$ cat src/rtl/bus_pkg.sv
// Shared encodings for the host-to-system_bus request slice: FSM states,
// access kinds and the default error read data.
package bus_pkg;

   typedef enum logic [1:0] {
      ST_IDLE  = 2'd0,
      ST_ISSUE = 2'd1,
      ST_WAIT  = 2'd2
   } state_t;

   // KIND_BOTH marks a simultaneous read+write request; it travels as a write.
   typedef enum logic [1:0] {
      KIND_NONE  = 2'd0,
      KIND_READ  = 2'd1,
      KIND_WRITE = 2'd2,
      KIND_BOTH  = 2'd3
   } kind_t;

   localparam logic [31:0] DEFAULT_ERROR_READ_DATA = 32'h0000_0000;
   localparam int          TIMER_W                 = 16;

   function automatic kind_t decode_kind(input logic rd, input logic wr);
      if (rd && wr)
         return KIND_BOTH;
      else if (wr)
         return KIND_WRITE;
      else
         return KIND_READ;
   endfunction

endpackage

$ cat src/rtl/bus_timeout_counter.sv
// WAIT-state cycle counter: clears on demand, counts while enabled and
// flags when the count equals TERMINAL.
module bus_timeout_counter
   import bus_pkg::*;
#(
   parameter int unsigned TERMINAL = 255
) (
   input  logic clock,
   input  logic reset,
   input  logic clear,
   input  logic enable,
   output logic terminal
);

   localparam logic [TIMER_W-1:0] TERMINAL_COUNT = TIMER_W'(TERMINAL);

   logic [TIMER_W-1:0] count;

   always_ff @(posedge clock or posedge reset) begin
      if (reset)
         count <= '0;
      else if (clear)
         count <= '0;
      else if (enable)
         count <= count + TIMER_W'(1);
   end

   assign terminal = (count == TERMINAL_COUNT);

endmodule

$ cat src/rtl/bus_request_slice.sv
// Registered request/response slice between the RV32 host port and system_bus.
// Define BUS_TIMEOUT_EN to terminate hung transactions after TIMEOUT_CYCLES.
module bus_request_slice
   import bus_pkg::*;
#(
   parameter int unsigned TIMEOUT_CYCLES  = 256,
   parameter logic [31:0] ERROR_READ_DATA = DEFAULT_ERROR_READ_DATA
) (
   input  logic        clock,
   input  logic        reset,
   input  logic [31:0] host_rw_address,
   output logic [31:0] host_read_data,
   input  logic        host_read_request,
   output logic        host_read_response,
   input  logic [31:0] host_write_data,
   input  logic [3:0]  host_write_strobe,
   input  logic        host_write_request,
   output logic        host_write_response,
   output logic        host_busy,
   output logic [31:0] bus_rw_address,
   input  logic [31:0] bus_read_data,
   output logic        bus_read_request,
   input  logic        bus_read_response,
   output logic [31:0] bus_write_data,
   output logic [3:0]  bus_write_strobe,
   output logic        bus_write_request,
   input  logic        bus_write_response,
   output logic        timeout_error
);

   state_t state;
   kind_t  kind;
   logic   resp_hit;
   logic   timed_out;

   // A write or simultaneous request only completes on a write response.
   assign resp_hit = (kind == KIND_READ) ? bus_read_response : bus_write_response;

`ifdef BUS_TIMEOUT_EN
   logic timer_clear;
   logic timer_enable;
   logic timer_terminal;

   assign timer_clear  = (state == ST_ISSUE);
   assign timer_enable = (state == ST_WAIT) && !resp_hit;
   assign timed_out    = (state == ST_WAIT) && !resp_hit && timer_terminal;

   bus_timeout_counter #(
      .TERMINAL (TIMEOUT_CYCLES - 1)
   ) u_timeout_counter (
      .clock    (clock),
      .reset    (reset),
      .clear    (timer_clear),
      .enable   (timer_enable),
      .terminal (timer_terminal)
   );
`else
   logic unused_timeout_cfg;

   assign unused_timeout_cfg = |TIMEOUT_CYCLES;
   assign timed_out          = 1'b0;
   assign timeout_error      = 1'b0;
`endif

   always_ff @(posedge clock or posedge reset) begin
      if (reset) begin
         state               <= ST_IDLE;
         kind                <= KIND_NONE;
         host_busy           <= 1'b0;
         host_read_response  <= 1'b0;
         host_write_response <= 1'b0;
         host_read_data      <= '0;
         bus_rw_address      <= '0;
         bus_write_data      <= '0;
         bus_write_strobe    <= '0;
         bus_read_request    <= 1'b0;
         bus_write_request   <= 1'b0;
`ifdef BUS_TIMEOUT_EN
         timeout_error       <= 1'b0;
`endif
      end else begin
         bus_read_request    <= 1'b0;
         bus_write_request   <= 1'b0;
         host_read_response  <= 1'b0;
         host_write_response <= 1'b0;
`ifdef BUS_TIMEOUT_EN
         timeout_error       <= 1'b0;
`endif
         case (state)
            ST_IDLE: begin
               if (host_read_request || host_write_request) begin
                  bus_rw_address    <= host_rw_address;
                  bus_write_data    <= host_write_data;
                  bus_write_strobe  <= host_write_strobe;
                  kind              <= decode_kind(host_read_request, host_write_request);
                  bus_read_request  <= host_read_request && !host_write_request;
                  bus_write_request <= host_write_request;
                  host_busy         <= 1'b1;
                  state             <= ST_ISSUE;
               end
            end

            ST_ISSUE: state <= ST_WAIT;

            ST_WAIT: begin
               if (resp_hit || timed_out) begin
                  host_read_response  <= (kind != KIND_WRITE);
                  host_write_response <= (kind != KIND_READ);
                  if (kind == KIND_READ)
                     host_read_data <= resp_hit ? bus_read_data : ERROR_READ_DATA;
                  else if (kind == KIND_BOTH)
                     host_read_data <= ERROR_READ_DATA;
                  host_busy <= 1'b0;
                  state     <= ST_IDLE;
`ifdef BUS_TIMEOUT_EN
                  timeout_error <= !resp_hit;
`endif
               end
            end

            default: state <= ST_IDLE;
         endcase
      end
   end

endmodule

$ cat config.mk
export PLATFORM = sky130hd
export DESIGN_NAME = bus_request_slice
export DESIGN_NICKNAME = d
export VERILOG_FILES = /design/src/rtl/bus_pkg.sv /design/src/rtl/bus_timeout_counter.sv /design/src/rtl/bus_request_slice.sv
export SDC_FILE = /design/constraint.sdc
export NUM_CORES = 1
export LEC_CHECK = 0
export CAP_MARGIN = 10
export CORE_ASPECT_RATIO = 1.5
export CORE_MARGIN = 5
export CORE_UTILIZATION = 35
export DETAILED_ROUTE_END_ITERATION = 10
export PLACE_DENSITY = 0.71
export SKIP_LAST_GASP = 1
export SLEW_MARGIN = 30
export SYNTH_ARGS = -nofsm -noshare
export SYNTH_HDL_FRONTEND = slang
export SYNTH_SLANG_ARGS = --single-unit
$ cat constraint.sdc
create_clock -name clock -period 4.5 [get_ports clock]
set_input_delay 0.9 -clock clock [delete_from_list [all_inputs] [get_ports clock]]
set_output_delay 0.9 -clock clock [all_outputs]
set_load 0.02 [all_outputs]
==> results.txt <==
The worst register-to-register path ends at bus_write_data[7]$_DFFE_PP0P_. VDD sags by at most 0.342 mV. For this block, the initial DRC count from the detailed router was 61. Data on the critical path is required at its endpoint by 4720 ps. STA classifies the critical path startpoint as an input port. The H-tree level count is 3, and the buffer depth of the longest clock path is 2.

The DRC violations left is 0, and the core region area is 12100 µm². After synthesis, the largest family of logic cells by area is multiplexers. The congestion estimate from routability-driven global placement came to 0.742. For this run, the register share of the synthesized area comes to 63.0%. For the count of final setup violators, the log shows 0. sky130_fd_sc_hd__dfrtp_1 takes more of the synthesized area than any other cell.

The run gives 50.9% as the tightest slew margin relative to the limit. After the last flow step, the layout net total stands at 630. Initial core utilization: 35.9%. The number of setup buffers added after CTS is 0. Across the run, the number of max-cap violations was 0. The run gives 7.21 ps as the clock skew after layout. 0 antenna diodes ended up in the layout. The synthesized area was 4330 µm². The count of cells along the worst register-to-register path is 4.

For the part of the total power dissipated in the clock network, the log shows 15.8%. The largest single stage delay on the critical path is 640 ps. For this design the ratio of total power to cell area is 743 nW/µm².

After global routing the overflow that remains totals 0. Summed over all nets, the switching power comes to 1.84 mW. The worst setup path is captured at a register. In the synthesized netlist the async set-or-reset flop fraction comes to 100%. For the final routed database, the setup TNS stands at 0 ps.

The worst register-to-register path begins at state[1]$_DFFE_PP0P_. Cell chosen for the clock root: sky130_fd_sc_hd__clkbuf_16. Subtracting the final worst setup slack from the clock period gives 2680 ps. After detailed routing, the total wire length is 11200 µm.

Across all register-to-register paths, the minimum setup slack is 2230 ps. The fraction of layout instances using a drive strength above 1 is 17.8%, and the top cell type's share of synthesized area is 63.0%. For the number of sinks handled by clock tree synthesis, the log shows 109. After synthesis, the share of cell area in mux cells is 25.8%. The clock latency reported for the late side of the worst-skew pair was 340 ps. The worst setup path is of the in -> reg kind.

The tools report the final number of max-transition violations as 0. The largest individual stage delay along the critical path comes from the cell sky130_fd_sc_hd__o21a_2. Counting flops with a built-in enable in the synthesized netlist gives 0.

Of all nets on the critical path, the largest fanout is 31. Quantity of I/O buffers inserted on ports: 210. At the end of the flow the core is filled with cells to 56.9%. Summed over all cells, the static leakage comes to 2.83 nW.

The tools report the cell area after placement as 6560 µm². Across every metal layer, demand over resource in global routing totals 15.3%. In this run the most critical hold path is launched from bus_write_data[26]$_DFFE_PP0P_.

The signal on the critical path passes through clkdlybuf4s50_1, o21a_2, buf_4, mux2_2. The initial antenna violation count came out at 0. Of the total synthesized cell area, the portion taken by AND, OR, NAND and NOR gates is 4.51%. The flow ran to the end, and the final reports show no timing, DRC or antenna violations. The run gives 313 as the cell count after synthesis. After detailed routing, the average wire length per cell comes to 16.5 µm. Sequential cells burn 33.7% of the power.

The pin count of the biggest net entering global routing was 45; the area added between synthesis and finish was 58.6%. Gates resized during post-CTS repair numbered 0. The portion of the clock cycle consumed by the worst path in the final layout was 59.6%; the number of global-route vias before repair was 3543.

For the number of fill cells in the layout, the log shows 1048. The internal power component is 3.27 mW, and the number of placement rows is 49. Setup repair after global routing left no endpoint under its margin. Number of primary I/O pins: 212. The via count normalized by instance count works out to 4.55.

Synthesis inferred 109 register bits. The commonest cells after synthesis are sky130_fd_sc_hd__dfrtp_1, sky130_fd_sc_hd__mux2_2, sky130_fd_sc_hd__inv_1, sky130_fd_sc_hd__mux2i_1, sky130_fd_sc_hd__nand2_1. Buffers inserted to repair hold after CTS numbered 0. Across all layers, the routed design uses 3100 vias. Yosys synthesis warning count: 0. Each instance of the synthesized netlist takes up on average 13.8 µm². The run gives 419 as the total nets after synthesis. Clock tree synthesis inserted a total of 9 buffers.

After clock tree synthesis, the clock-pin slew on the worst setup and hold paths is 70 ps. The dominant synthesized flop cell was sky130_fd_sc_hd__dfrtp_1. The worst hold path terminates at bus_write_data[26]$_DFFE_PP0P_. Net switching is 36.0% of the power. The most common cell in the synthesized netlist is sky130_fd_sc_hd__dfrtp_1.

The synthesized netlist devotes 0.953% of its cell area to compound gates. The min-delay analysis places its worst path in the category reg -> reg. The HPWL after detailed placement is 8640 µm, and the horizontal die dimension is 101 µm. The first-pass GRT wire length was 17900 µm. The die is 146 µm tall. The number of endpoints with negative hold slack in the final report came out at 0.

The number of unique standard cell types used by synthesis came out at 21. The worst hold path stage count works out to 1. After Yosys synthesis, full adders, half adders and majority gates account for 0% of the synthesized area. For the pin with the worst max-slew slack, the measured transition is 737 ps. The highest achievable clock rate was 373 MHz. The run gives 6870 µm² as the post-route standard cell area excluding fillers. Die area: 14700 µm². In this run the remaining antenna-violating nets after routing total 0. TritonCTS built the clock tree. Number of optimization iterations in the first detailed-route pass: 4.

The combinational power share was 50.4%; the critical path data arrival time was 2900 ps. By area the synthesized netlist is led by sky130_fd_sc_hd__dfrtp_1, sky130_fd_sc_hd__mux2_2, sky130_fd_sc_hd__mux2i_1. The XOR/XNOR share of the synthesized area was 0%.
[flip-flops by register name (all words and copies together), names as in the netlist, 2 cells and up]
register	count
bus_rw_address	32
bus_write_data	32
bus_write_strobe	4
host_read_data	32
kind	2
state	2
[worst max path at each step]
stage / startpoint / endpoint / cells past startpoint
finish: host_read_request / bus_write_data[7]$_DFFE_PP0P_ / 4
global route: host_write_request / bus_write_data[24]$_DFFE_PP0P_ / 4
detailed placement: host_read_request / bus_write_strobe[1]$_DFFE_PP0P_ / 4
floorplan: reset / bus_read_request$_DFF_PP0_ / 1
global placement: host_read_request / bus_rw_address[28]$_DFFE_PP0P_ / 4
CTS: host_read_request / bus_write_data[7]$_DFFE_PP0P_ / 4
[per-stage QoR]
stage / setup WS [ps] / hold slack [ps] / instances / total power, mW
final: 1820 / 507 / 682 / 5.10
after global routing: 1700 / 516 / 682 / 5.40
after CTS: 1800 / 511 / 682 / 5.19
after detailed placement: 1430 / 495 / 666 / 4.36
after global placement: 1480 / 490 / 666 / 4.29
after floorplan: 726 / 492 / 313 / 3.13
[cell usage in the layout (no fill, tap or decap)]
master	n
sky130_fd_sc_hd__clkinvlp_4	1
sky130_fd_sc_hd__clkbuf_1	1
sky130_fd_sc_hd__o21a_1	1
sky130_fd_sc_hd__a21o_1	1
sky130_fd_sc_hd__bufinv_16	1
sky130_fd_sc_hd__nor2b_2	1
sky130_fd_sc_hd__buf_4	6
sky130_fd_sc_hd__nor3b_1	1
sky130_fd_sc_hd__o21a_2	1
sky130_fd_sc_hd__dfrtp_1	109
sky130_fd_sc_hd__and2_1	1
sky130_fd_sc_hd__mux2_2	69
sky130_fd_sc_hd__a2bb2oi_1	1
sky130_fd_sc_hd__o21ai_0	2
sky130_fd_sc_hd__inv_1	33
sky130_fd_sc_hd__nor3_4	1
sky130_fd_sc_hd__clkbuf_8	2
sky130_fd_sc_hd__clkinv_4	1
sky130_fd_sc_hd__inv_4	1
sky130_fd_sc_hd__conb_1	1
sky130_fd_sc_hd__nor2_1	3
sky130_fd_sc_hd__nor2b_1	1
sky130_fd_sc_hd__nand2_1	33
sky130_fd_sc_hd__clkdlybuf4s50_1	210
sky130_fd_sc_hd__clkbuf_16	9
sky130_fd_sc_hd__nand2b_1	2
sky130_fd_sc_hd__nand3_1	1
sky130_fd_sc_hd__mux2i_1	34
sky130_fd_sc_hd__inv_6	1
[routing by layer]
layer	vias up	track usage [%]	share of wire (%)
met5	-	0	0
met4	0	6.14	2.6
met3	18	4.63	8.2
met2	130	27.0	53
met1	1514	16.8	37
li1	1438	-	-
[logic make-up after synthesis]
group | Yosys count
AO/OA/AOI/OAI | 6
buffers and inverters | 50
flip-flops | 109
multiplexers | 103
other | 1
AND/OR/NAND/NOR | 44
[power by group through the flow]
stage	Combinational [mW]	Sequential, mW	Clock (mW)
6_report	2.57	1.72	0.808
5_1_grt	2.73	1.79	0.876
2_1_floorplan	0.851	2.28	0
4_1_cts	2.63	1.73	0.833
3_5_place_dp	2.62	1.74	0
3_3_place_gp	2.57	1.72	0
[worst max-delay path, delay by kind of cell]
| family | cells | cell delay (ps) |
|---|---|---|
| AOI/OAI and AO/OA | 1 | 640 |
| buffers and inverters | 2 | 960 |
| muxes | 1 | 390 |
[area by class of cell]
type	instances	area [µm²]	area share, %
clock buffer	12	256	3.73
clock inverter	4	55.1	0.801
inverter	34	130	1.89
multi-input combinational	154	1360	19.8
sequential	109	2730	39.7
tap	153	191	2.79
timing repair buffer	216	2150	31.3
No activity file was read; power rests on OpenSTA's default activity.
